### config.mk
export PLATFORM = sky130hd
export DESIGN_NAME = nexys_starship_shooter
export DESIGN_NICKNAME = d
export VERILOG_FILES = /design/src/rtl/nexys_starship_pkg.sv /design/src/rtl/nexys_starship_lane_ctrl.sv /design/src/rtl/nexys_starship_shooter.sv
export SDC_FILE = /design/constraint.sdc
export NUM_CORES = 1
export LEC_CHECK = 0
export ABC_CLOCK_PERIOD_IN_PS = 5300
export CAP_MARGIN = 30
export CORE_UTILIZATION = 60
export CTS_BUF_LIST = sky130_fd_sc_hd__clkbuf_4
export DETAILED_ROUTE_END_ITERATION = 16
export PLACE_DENSITY = 0.83
export SYNTH_ARGS = -nofsm -noshare
export SYNTH_HDL_FRONTEND = slang
export SYNTH_HIERARCHICAL = 1
export SYNTH_SLANG_ARGS = --single-unit
### constraint.sdc
create_clock -name i_clk -period 5.3 [get_ports i_clk]
set_input_delay 1.59 -clock i_clk [delete_from_list [all_inputs] [get_ports i_clk]]
set_output_delay 1.59 -clock i_clk [all_outputs]
set_load 0.1 [all_outputs]
### src/rtl/nexys_starship_pkg.sv
// Shared lane indices, state encoding and widths for the starship shooter player controller.
package nexys_starship_pkg;

  localparam logic [1:0] LANE_TOP    = 2'd0;
  localparam logic [1:0] LANE_RIGHT  = 2'd1;
  localparam logic [1:0] LANE_BOTTOM = 2'd2;
  localparam logic [1:0] LANE_LEFT   = 2'd3;

  localparam int NUM_LANES = 4;
  localparam int SCORE_W   = 8;
  localparam int HOLD_W    = 4;
  localparam int COOL_W    = 8;

  localparam logic [SCORE_W-1:0] SCORE_MAX = '1;

  // One-hot encoding so the q_* state outputs are plain register bits.
  typedef enum logic [3:0] {
    ST_IDLE  = 4'b0001,
    ST_READY = 4'b0010,
    ST_COOL  = 4'b0100,
    ST_OVER  = 4'b1000
  } state_t;

endpackage

### src/rtl/nexys_starship_lane_ctrl.sv
// Per-lane kill tracking: holds the lane's monster_ctrl low after a kill until the lane
// SM drops its monster or the KILL_HOLD timeout expires.
module nexys_starship_lane_ctrl
  import nexys_starship_pkg::*;
#(
  parameter logic [HOLD_W-1:0] KILL_HOLD = 4'd8
) (
  input  logic i_clk,
  input  logic i_rst_n,
  input  logic i_active,
  input  logic i_kill,
  input  logic i_monsterSm,
  output logic o_killPending,
  output logic o_monsterCtrl
);

  logic              r_pending;
  logic [HOLD_W-1:0] r_holdCnt;
  logic              r_ctrl;
  logic              w_pendNext;
  logic [HOLD_W-1:0] w_holdNext;

  always_comb begin
    w_pendNext = r_pending;
    w_holdNext = '0;
    if (!i_active) begin
      w_pendNext = 1'b0;
    end else if (i_kill) begin
      w_pendNext = 1'b1;
    end else if (r_pending) begin
      if (!i_monsterSm || (r_holdCnt == KILL_HOLD - HOLD_W'(1))) begin
        w_pendNext = 1'b0;
      end else begin
        w_holdNext = r_holdCnt + HOLD_W'(1);
      end
    end
  end

  // Ctrl uses the next pending value so the kill takes effect on the same edge as the hit.
  always_ff @(posedge i_clk or negedge i_rst_n) begin
    if (!i_rst_n) begin
      r_pending <= 1'b0;
      r_holdCnt <= '0;
      r_ctrl    <= 1'b0;
    end else begin
      r_pending <= w_pendNext;
      r_holdCnt <= w_holdNext;
      r_ctrl    <= i_active & ~w_pendNext & i_monsterSm;
    end
  end

  assign o_killPending = r_pending;
  assign o_monsterCtrl = r_ctrl;

endmodule

### src/rtl/nexys_starship_shooter.sv
// Player-side shooter controller: FSM, cooldown, score and pulses over four lane controllers.
// Optional: define NEXYS_STARSHIP_MISS_PENALTY_EN to make a miss decrement the score (floor 0).
module nexys_starship_shooter
  import nexys_starship_pkg::*;
#(
  parameter logic [COOL_W-1:0] COOLDOWN_CYCLES = 8'd50,
  parameter logic [HOLD_W-1:0] KILL_HOLD       = 4'd8
) (
  input  logic                 i_clk,
  input  logic                 i_rst_n,
  input  logic                 i_playFlag,
  input  logic                 i_fire,
  input  logic [1:0]           i_aim,
  input  logic [NUM_LANES-1:0] i_monsterSm,
  input  logic [NUM_LANES-1:0] i_monsterGameover,
  output logic [NUM_LANES-1:0] o_monsterCtrl,
  output logic                 o_gameoverCtrl,
  output logic [SCORE_W-1:0]   o_score,
  output logic                 o_hitPulse,
  output logic                 o_missPulse,
  output logic                 o_qIdle,
  output logic                 o_qReady,
  output logic                 o_qCool,
  output logic                 o_qOver
);

  state_t               r_state, w_nextState;
  logic [COOL_W-1:0]    r_coolCnt, w_coolNext;
  logic [SCORE_W-1:0]   r_score, w_scoreNext;
  logic                 r_hitPulse, r_missPulse, r_gameoverCtrl;
  logic                 w_fireHit, w_fireMiss, w_active;
  logic [NUM_LANES-1:0] w_killPending, w_kill;

  // Game-over from any lane outranks a same-cycle fire in READY and COOL.
  always_comb begin
    w_nextState = r_state;
    w_fireHit   = 1'b0;
    w_fireMiss  = 1'b0;
    case (r_state)
      ST_IDLE: if (i_playFlag) w_nextState = ST_READY;
      ST_READY: begin
        if (|i_monsterGameover) begin
          w_nextState = ST_OVER;
        end else if (i_fire) begin
          if (i_monsterSm[i_aim] && !w_killPending[i_aim]) w_fireHit = 1'b1;
          else w_fireMiss = 1'b1;
          w_nextState = ST_COOL;
        end
      end
      ST_COOL: begin
        if (|i_monsterGameover) w_nextState = ST_OVER;
        else if (r_coolCnt == COOLDOWN_CYCLES - COOL_W'(1)) w_nextState = ST_READY;
      end
      ST_OVER: if (!i_playFlag) w_nextState = ST_IDLE;
      default: w_nextState = ST_IDLE;
    endcase
  end

  always_comb begin
    w_coolNext  = (r_state == ST_COOL && w_nextState == ST_COOL) ? r_coolCnt + COOL_W'(1) : '0;
    w_scoreNext = r_score;
    if (w_nextState == ST_IDLE) begin
      w_scoreNext = '0;
    end else if (w_fireHit) begin
      if (r_score != SCORE_MAX) w_scoreNext = r_score + SCORE_W'(1);
    end
`ifdef NEXYS_STARSHIP_MISS_PENALTY_EN
    else if (w_fireMiss) begin
      if (r_score != '0) w_scoreNext = r_score - SCORE_W'(1);
    end
`endif
  end

  always_ff @(posedge i_clk or negedge i_rst_n) begin
    if (!i_rst_n) begin
      r_state        <= ST_IDLE;
      r_coolCnt      <= '0;
      r_score        <= '0;
      r_hitPulse     <= 1'b0;
      r_missPulse    <= 1'b0;
      r_gameoverCtrl <= 1'b0;
    end else begin
      r_state        <= w_nextState;
      r_coolCnt      <= w_coolNext;
      r_score        <= w_scoreNext;
      r_hitPulse     <= w_fireHit;
      r_missPulse    <= w_fireMiss;
      r_gameoverCtrl <= (w_nextState == ST_OVER);
    end
  end

  assign w_active = (w_nextState == ST_READY) || (w_nextState == ST_COOL);
  assign w_kill   = w_fireHit ? (NUM_LANES'(1) << i_aim) : '0;

  for (genvar l = 0; l < NUM_LANES; l++) begin : g_lane
    nexys_starship_lane_ctrl #(.KILL_HOLD(KILL_HOLD)) u_lane (
      .i_clk         (i_clk),
      .i_rst_n       (i_rst_n),
      .i_active      (w_active),
      .i_kill        (w_kill[l]),
      .i_monsterSm   (i_monsterSm[l]),
      .o_killPending (w_killPending[l]),
      .o_monsterCtrl (o_monsterCtrl[l])
    );
  end

  assign o_gameoverCtrl = r_gameoverCtrl;
  assign o_score        = r_score;
  assign o_hitPulse     = r_hitPulse;
  assign o_missPulse    = r_missPulse;
  assign o_qIdle        = (r_state == ST_IDLE);
  assign o_qReady       = (r_state == ST_READY);
  assign o_qCool        = (r_state == ST_COOL);
  assign o_qOver        = (r_state == ST_OVER);

endmodule

# == Word level (Yosys, flattened, before mapping) ==
# Cells that the tools add are included.
# classes
magnitude_cmp,1
reduce_logical,16
muxes,56
shifts,1
add_sub_neg,6
eq_ne,14
bitwise,12
# op_table
op,n
4-bit two-way mux,23
8-bit two-way mux,4
1-bit two-way mux,26
"4-bit by 3-bit == test with 1-bit output, second input constant",6
"4-bit by 1-bit adder with 4-bit output, second input constant",4
"8-bit by 1-bit adder with 8-bit output, second input constant",2
4-bit one-hot mux with 4 select lines,1
1-bit bitwise AND,8
"4-bit by 1-bit == test with 1-bit output, second input constant",2
"4-bit by 2-bit == test with 1-bit output, second input constant",2
"4-bit == test, second input constant",2
"8-bit by 6-bit == test with 1-bit output, second input constant",1
"8-bit != test, second input constant",1
1-bit logical NOT,5
1-bit logical OR,5
1-bit binary-select mux with 2-bit select,2
1-bit inverter,4
2-bit nonzero test,2
4-bit OR reduction,1
"1-bit by 2-bit left shift with 4-bit output, first input constant",1
"2-bit by 3-bit less-than comparator with 1-bit output, second input constant",1
1-bit logical AND,2
2-bit AND reduction,1
# totals
ff_bits,47
in_bits,14
word_cells,124
output_inout_bits,19

# == Depth between registers and ports, before layout ==
# Gate-level depths: netlist of the first run.
# depth
ltp_word,14
depth_mapped,9
depth_no_buf,9

# == Modules after synthesis ==
# The synthesis of the first run kept the hierarchy.
# by_module_without_submodules
module,n_inst,seq_area_each_um2,area_per_inst_um2,cells_per_inst
nexys_starship_shooter,1,576.8,1342.5,137
nexys_starship_lane_ctrl,4,150.1,246.5,21

# == Worst setup path after synthesis of the first run ==
# OpenSTA, ideal clock, no wires.
# synth_path
path_type,flip-flop to output port
from,register r_state[2]
to,output o_qOver
path_stages_with_launch,3
arrival_ns,3.683
path_buffers,1
setup_slack_ns,0.027
required_ns,3.710
cell_sequence,dfrtp_1 > buf_2 > nor4b_1
# synth_via
elab_chain_cells,1
# synth_lines
element,line,rtl
"start, declared",nexys_starship_shooter.sv:27,"state_t r_state, w_nextState;"
"start signal, assigned",nexys_starship_shooter.sv:83,r_state <= w_nextState;
4-bit == test,nexys_starship_shooter.sv:114,assign o_qOver = (r_state == ST_OVER);
"end, declared",nexys_starship_shooter.sv:24,output logic o_qOver
# No other way between the ends.

# == Worst setup path after layout of the first run ==
# layout_path
from,register r_state[2]
to,output o_qCool
# layout_via
elab_chain_cells,1
# layout_lines
element,line,rtl
4-bit by 3-bit == test with 1-bit output,nexys_starship_shooter.sv:113,assign o_qCool = (r_state == ST_COOL);
"end, declared",nexys_starship_shooter.sv:23,"output logic o_qCool,"
# No other way between the ends.

==> impl_metrics.toml, run 1 <==
[status]
status = "finished, final reports clean"

[yosys]
yosys_warnings = 6
yosysSeqAreaShare_pct = 50.6
synth_edf_count = 0
synth.top_cell.area_share_pct = 49.4
synthCells = 221
synth.largest_area_cell = "dfrtp_1"
synth_area_leaders = "dfrtp_1, nor2_1, ha_1, xnor2_1, nand3_1"
synthArstFlopShare_pct = 100
avgSynthCellArea_sq_um = 10.5
ys.flop_type = "dfrtp_1"
syn-num-nets = 242
synth_area_sq_mm = 0.00233
yosysUniqueCellTypes = 49
ys_seq_elements = 47

[detailed_routing]
wl_per_cell_microns = 15.0
routed_wirelength_microns = 4580
vias = 1855
dr.first_iter.drc_count = 234
ant_nets = 0
drc = 0
viasPerCell = 6.06
firstDrtPassIters = 5

[floorplanning]
fp.dieW_microns = 64.3
start_util_pct = 63.1
die_h_microns = 64.3
core_sq_mm = 0.00369
num_rows = 22
die-area_sq_mm = 0.00413
pin_count = 33

[sta]
worst_clock_skew_ns = 0.0125
drv_slew = 0
worst_pin_slew_ns = 0.976
setup_viol = 0
fin_hold_ws_ns = 0.477
fmaxAchievable_mhz = 246
period_needed_ns = 4.06
hold_violations = 0
max_slew_margin_pct = 34.7
finalCritPeriodShare_pct = 76.6
fin_tns_setup_ns = 0
rsz0062_at_grt = "no"

[grt]
gr-total-overflow = 0
antenna_found_initial = 0
met1_usage_pct = 32.5
grt_pass1_vias = 1826
grt_start_max_net_pins = 31
met2_usage_pct = 42.5
grt_first_pass_wirelength_microns = 8110
busiest_layer = "met2"
track_usage_pct = 25.6
use_met3_pct = 5.18

[place]
gp_congestion = 0.817
port_buffers = 32
post_dp_cell_area_sq_mm = 0.00271
hpwlAfterDp_microns = 3360

[worst_setup_path]
cp.arrival_ns = 2.47
critPathRequiredTime_ns = 3.71
cp-end-kind = "output port"
cp_max_fo = 11
rrSetupSlack_ns = 2.76
cp-start-kind = "flop"
worstSetupPathType = "flop to output port"

[clock_tree]
htreeDepth = 2
hold_buffers = 0
post_cts_buffers = 0
cts.root.buffer_cell = "clkbuf_4"
cts_sinks = 47
cts_buffers = 5
clkLatencyLatePin_ns = 0.37
cts_tree = "yes"
clkSlewWorstSetupHoldPaths_ns = 0.13
postCtsResizedCells = 0
max-clock-path-buffers = 2

[power_and_ir_drop]
power_density_mw_per_mm2 = 301
vdd_ir_drop_max_mv = 0.194
leakage_nw = 1.18
totalPowerFinal_w = 0.000833

[cells_and_area]
mostFrequentLayoutCells = "dfrtp_1, clkdlybuf4s50_1, nor2_1, nand2_1, nand3_1"
n_antenna_cell = 0
final_common_cell = "dfrtp_1"
nets = 278
area_growth_syn_to_layout_pct = 18.9
stdcell_area_sq_mm = 0.00277
final_layout_size_suffix_gt1_share_pct = 6.59

[min_path]
hp-class = "flop to flop"

[job]
max_cap_violations = 0
[where the power goes]
group / switching [W] / internal [W] / leakage (nW)
Sequential: 0.0000259 / 0.000377 / 0.650
Combinational: 0.000189 / 0.0000741 / 0.499
Clock: 0.000116 / 0.0000507 / 0.0272
Total: 0.000331 / 0.000502 / 1.18
[cells by family after synthesis]
kind of cell	share of synthesized area, %
simple gates	25.6
flops	50.6
compound gates	12.0
xor+xnor	4.89
buf+inv	1.40
fa+ha+maj	3.76
mux	1.72
[worst max-delay path, stage by stage (launching register included)]
cell             delay, ns
dfrtp_1               0.57
nor4b_2               0.34
clkdlybuf4s50_1       1.20
[flip-flops by register name (all words and copies together), names as in the netlist]
name                         cells
o_score                          8
g_lane.u_lane/r_holdCnt         16
r_state                          4
o_gameoverCtrl                   1
r_coolCnt                        8
g_lane.u_lane/o_killPending      4
o_missPulse                      1
o_hitPulse                       1
g_lane.u_lane/o_monsterCtrl      4
[Yosys cell counts (all sizes together), types with 2 or more instances]
library cell / count
and3: 6
nor3b: 4
nor2: 28
inv: 3
clkbuf: 2
xnor2: 7
buf: 3
o2111ai: 5
nor4: 4
xor2: 6
o21ai: 7
nor2b: 4
nor4b: 7
nand3: 12
dfrtp: 46
ha: 7
o31ai: 3
o211a: 4
nor3: 4
or4: 4
or2: 4
o21bai: 3
nand2: 14
mux2i: 4
o21a: 4
a21oi: 7
[per-layer routing]
metal | wire, microns | vias up
met5 | 0 | -
met4 | 76 | 0
met3 | 179 | 8
met2 | 2310 | 57
met1 | 2010 | 908
li1 | - | 882
[per-stage QoR]
| step | std cells | worst slack, ns | utilization [%] |
|---|---|---|---|
| finish | 306 | 1.24 | 75.0 |
| global route | 306 | 1.12 | 75.0 |
| CTS | 306 | 1.23 | 75.0 |
| detailed placement | 298 | 1.19 | 73.5 |
| floorplan | 221 | 0.0268 | - |
| global placement | 297 | 1.31 | 72.9 |
[worst paths after layout]
kind | start | endpoint | cells past startpoint
max in group asynchronous | i_rst_n | r_state[0] | 2
hold reg to reg | g_lane[2].u_lane/r_holdCnt[0] | g_lane[2].u_lane/r_holdCnt[0] | 1
min in group asynchronous | i_rst_n | o_score[0] | 1
setup / recovery | r_state[2] | o_qCool | 2
hold / removal | g_lane[2].u_lane/r_holdCnt[0] | g_lane[2].u_lane/r_holdCnt[0] | 1
setup reg to reg | r_coolCnt[1] | g_lane[0].u_lane/r_holdCnt[0] | 9
[cell type report]
class / count / area (sq um)
flip-flops and latches: 47 / 1180
multi-input cells: 166 / 1120
fillers: 271 / 921
repair buffers: 34 / 343
well taps: 48 / 60.1
clock buffers: 5 / 37.5
clock inverters: 3 / 20.0
inverters: 3 / 11.3
No activity file was read; power rests on OpenSTA's default activity.
==> inputs of run 2 (changes only) <==
Settings changed: ABC_CLOCK_PERIOD_IN_PS 5300 to 3300, CORE_UTILIZATION 60 to 51, PLACE_DENSITY 0.83 to 0.74.
Clock period 5.3 ns to 3.3 ns, I/O delays scaled along.
==> impl_metrics.toml, run 2 (synthesis results as in run 1) <==
[detailed_routing]
routed_wirelength_microns = 4420
ant_nets = 0
firstDrtPassIters = 4
drc = 0
vias = 1761
wl_per_cell_microns = 14.1
dr.first_iter.drc_count = 80
viasPerCell = 5.61

[sta]
hold_violations = 0
worst_clock_skew_ns = 0.00481
fin_hold_ws_ns = 0.477
worst_pin_slew_ns = 0.475
finalCritPeriodShare_pct = 87.1
fin_tns_setup_ns = 0
max_slew_margin_pct = 68.3
fmaxAchievable_mhz = 348
drv_slew = 0
period_needed_ns = 2.87
rsz0062_at_grt = "no"
setup_viol = 0

[clock_tree]
max-clock-path-buffers = 2
postCtsResizedCells = 0
clkLatencyLatePin_ns = 0.35
clkSlewWorstSetupHoldPaths_ns = 0.13
cts_tree = "yes"
hold_buffers = 0
cts.root.buffer_cell = "clkbuf_4"
cts_sinks = 47
post_cts_buffers = 0
cts_buffers = 5
htreeDepth = 2

[grt]
grt_pass1_vias = 1741
gr-total-overflow = 0
grt_start_max_net_pins = 34
track_usage_pct = 20.5
grt_first_pass_wirelength_microns = 7930
antenna_found_initial = 0

[place]
hpwlAfterDp_microns = 3260
post_dp_cell_area_sq_mm = 0.00270
gp_congestion = 0.791
port_buffers = 32

[worst_setup_path]
r2r-start = "r_coolCnt[1]"
worstReg2RegEnd = "g_lane[0].u_lane/r_holdCnt[3]"
rrSetupSlack_ns = 0.80
cp.arrival_ns = 3.17
cp_max_fo = 8
cp-end-kind = "flop"
r2r_cells = 9
worstSetupPathType = "primary input to flop"
critPathRequiredTime_ns = 3.59
cp-start-kind = "primary input"

[floorplanning]
pin_count = 33
die-area_sq_mm = 0.00484
num_rows = 24
fp.dieW_microns = 69.6
core_sq_mm = 0.00438
start_util_pct = 53.1
die_h_microns = 69.6

[cells_and_area]
n_antenna_cell = 0
top_register = "g_lane.u_lane/r_holdCnt"
stdcell_area_sq_mm = 0.00276
area_growth_syn_to_layout_pct = 18.4
mostFrequentLayoutCells = "dfrtp_1, nor2_1, buf_4, nand2_1"
largest_register_ffs = 16
final_common_cell = "dfrtp_1"
nets = 282
nFillCells = 380
final_layout_size_suffix_gt1_share_pct = 15.6

[min_path]
hp-class = "flop to flop"
hold_start = "g_lane[2].u_lane/r_holdCnt[0]"
whs_path_depth = 1
hold_end = "g_lane[2].u_lane/r_holdCnt[0]"

[power_and_ir_drop]
leakage_nw = 1.23
vdd_ir_drop_max_mv = 0.366
power_density_mw_per_mm2 = 484

[status]
status = "finished, final reports clean"

[job]
max_cap_violations = 0
run 2: worst max-delay path, stage by stage:
cell and delay (ns):
clkdlybuf4s50_1 0.41, or4_1 0.56, o41ai_1 0.31, or2_1 0.29
nor2b_1 0.26, o2111ai_1 0.20, nor2_1 0.14
run 2: how the worst max path moves through the flow:
stage	start	to	slack [ns]
floorplan	r_state[0]	o_qOver	0.01
global placement	i_monsterGameover[1]	g_lane[2].u_lane/r_holdCnt[0]	0.10
detailed placement	i_monsterGameover[1]	g_lane[0].u_lane/r_holdCnt[3]	0.04
CTS	i_monsterGameover[1]	g_lane[0].u_lane/r_holdCnt[3]	0.43
global route	i_monsterGameover[1]	g_lane[0].u_lane/r_holdCnt[3]	0.21
finish	i_monsterGameover[1]	g_lane[0].u_lane/r_holdCnt[3]	0.43
run 2: stage by stage:
step	cells	setup slack (ns)	utilization, %	power (W)
final	314	0.425	62.9	0.00134
after global routing	314	0.212	62.9	0.00140
after CTS	314	0.425	62.9	0.00135
after detailed placement	306	0.0408	61.6	0.00108
after global placement	306	0.101	61.6	0.00108
after floorplan	221	0.0136	-	0.000967
run 2: routing by layer:
metal / track usage, % / wire length, microns
met5: 0 / 0
met4: 6.80 / 56
met3: 4.07 / 124
met2: 32.3 / 2010
met1: 28.6 / 2230
run 2: cell type report:
class                      count  area, sq um  share of cell area [%]
clock inverter                 2         12.5                   0.454
timing repair buffer          38          313                    11.3
sequential                    47         1180                    42.7
clock buffer                   6         45.0                    1.63
tap                           52         65.1                    2.36
multi-input combinational    166         1130                    41.1
inverter                       3         11.3                   0.408
run 2: power breakdown:
group	leakage (nW)	switching, W	internal, W
clock network	0.0317	0.000178	0.0000907
logic	0.550	0.000303	0.000110
registers	0.650	0.0000484	0.000606
total	1.23	0.000529	0.000807
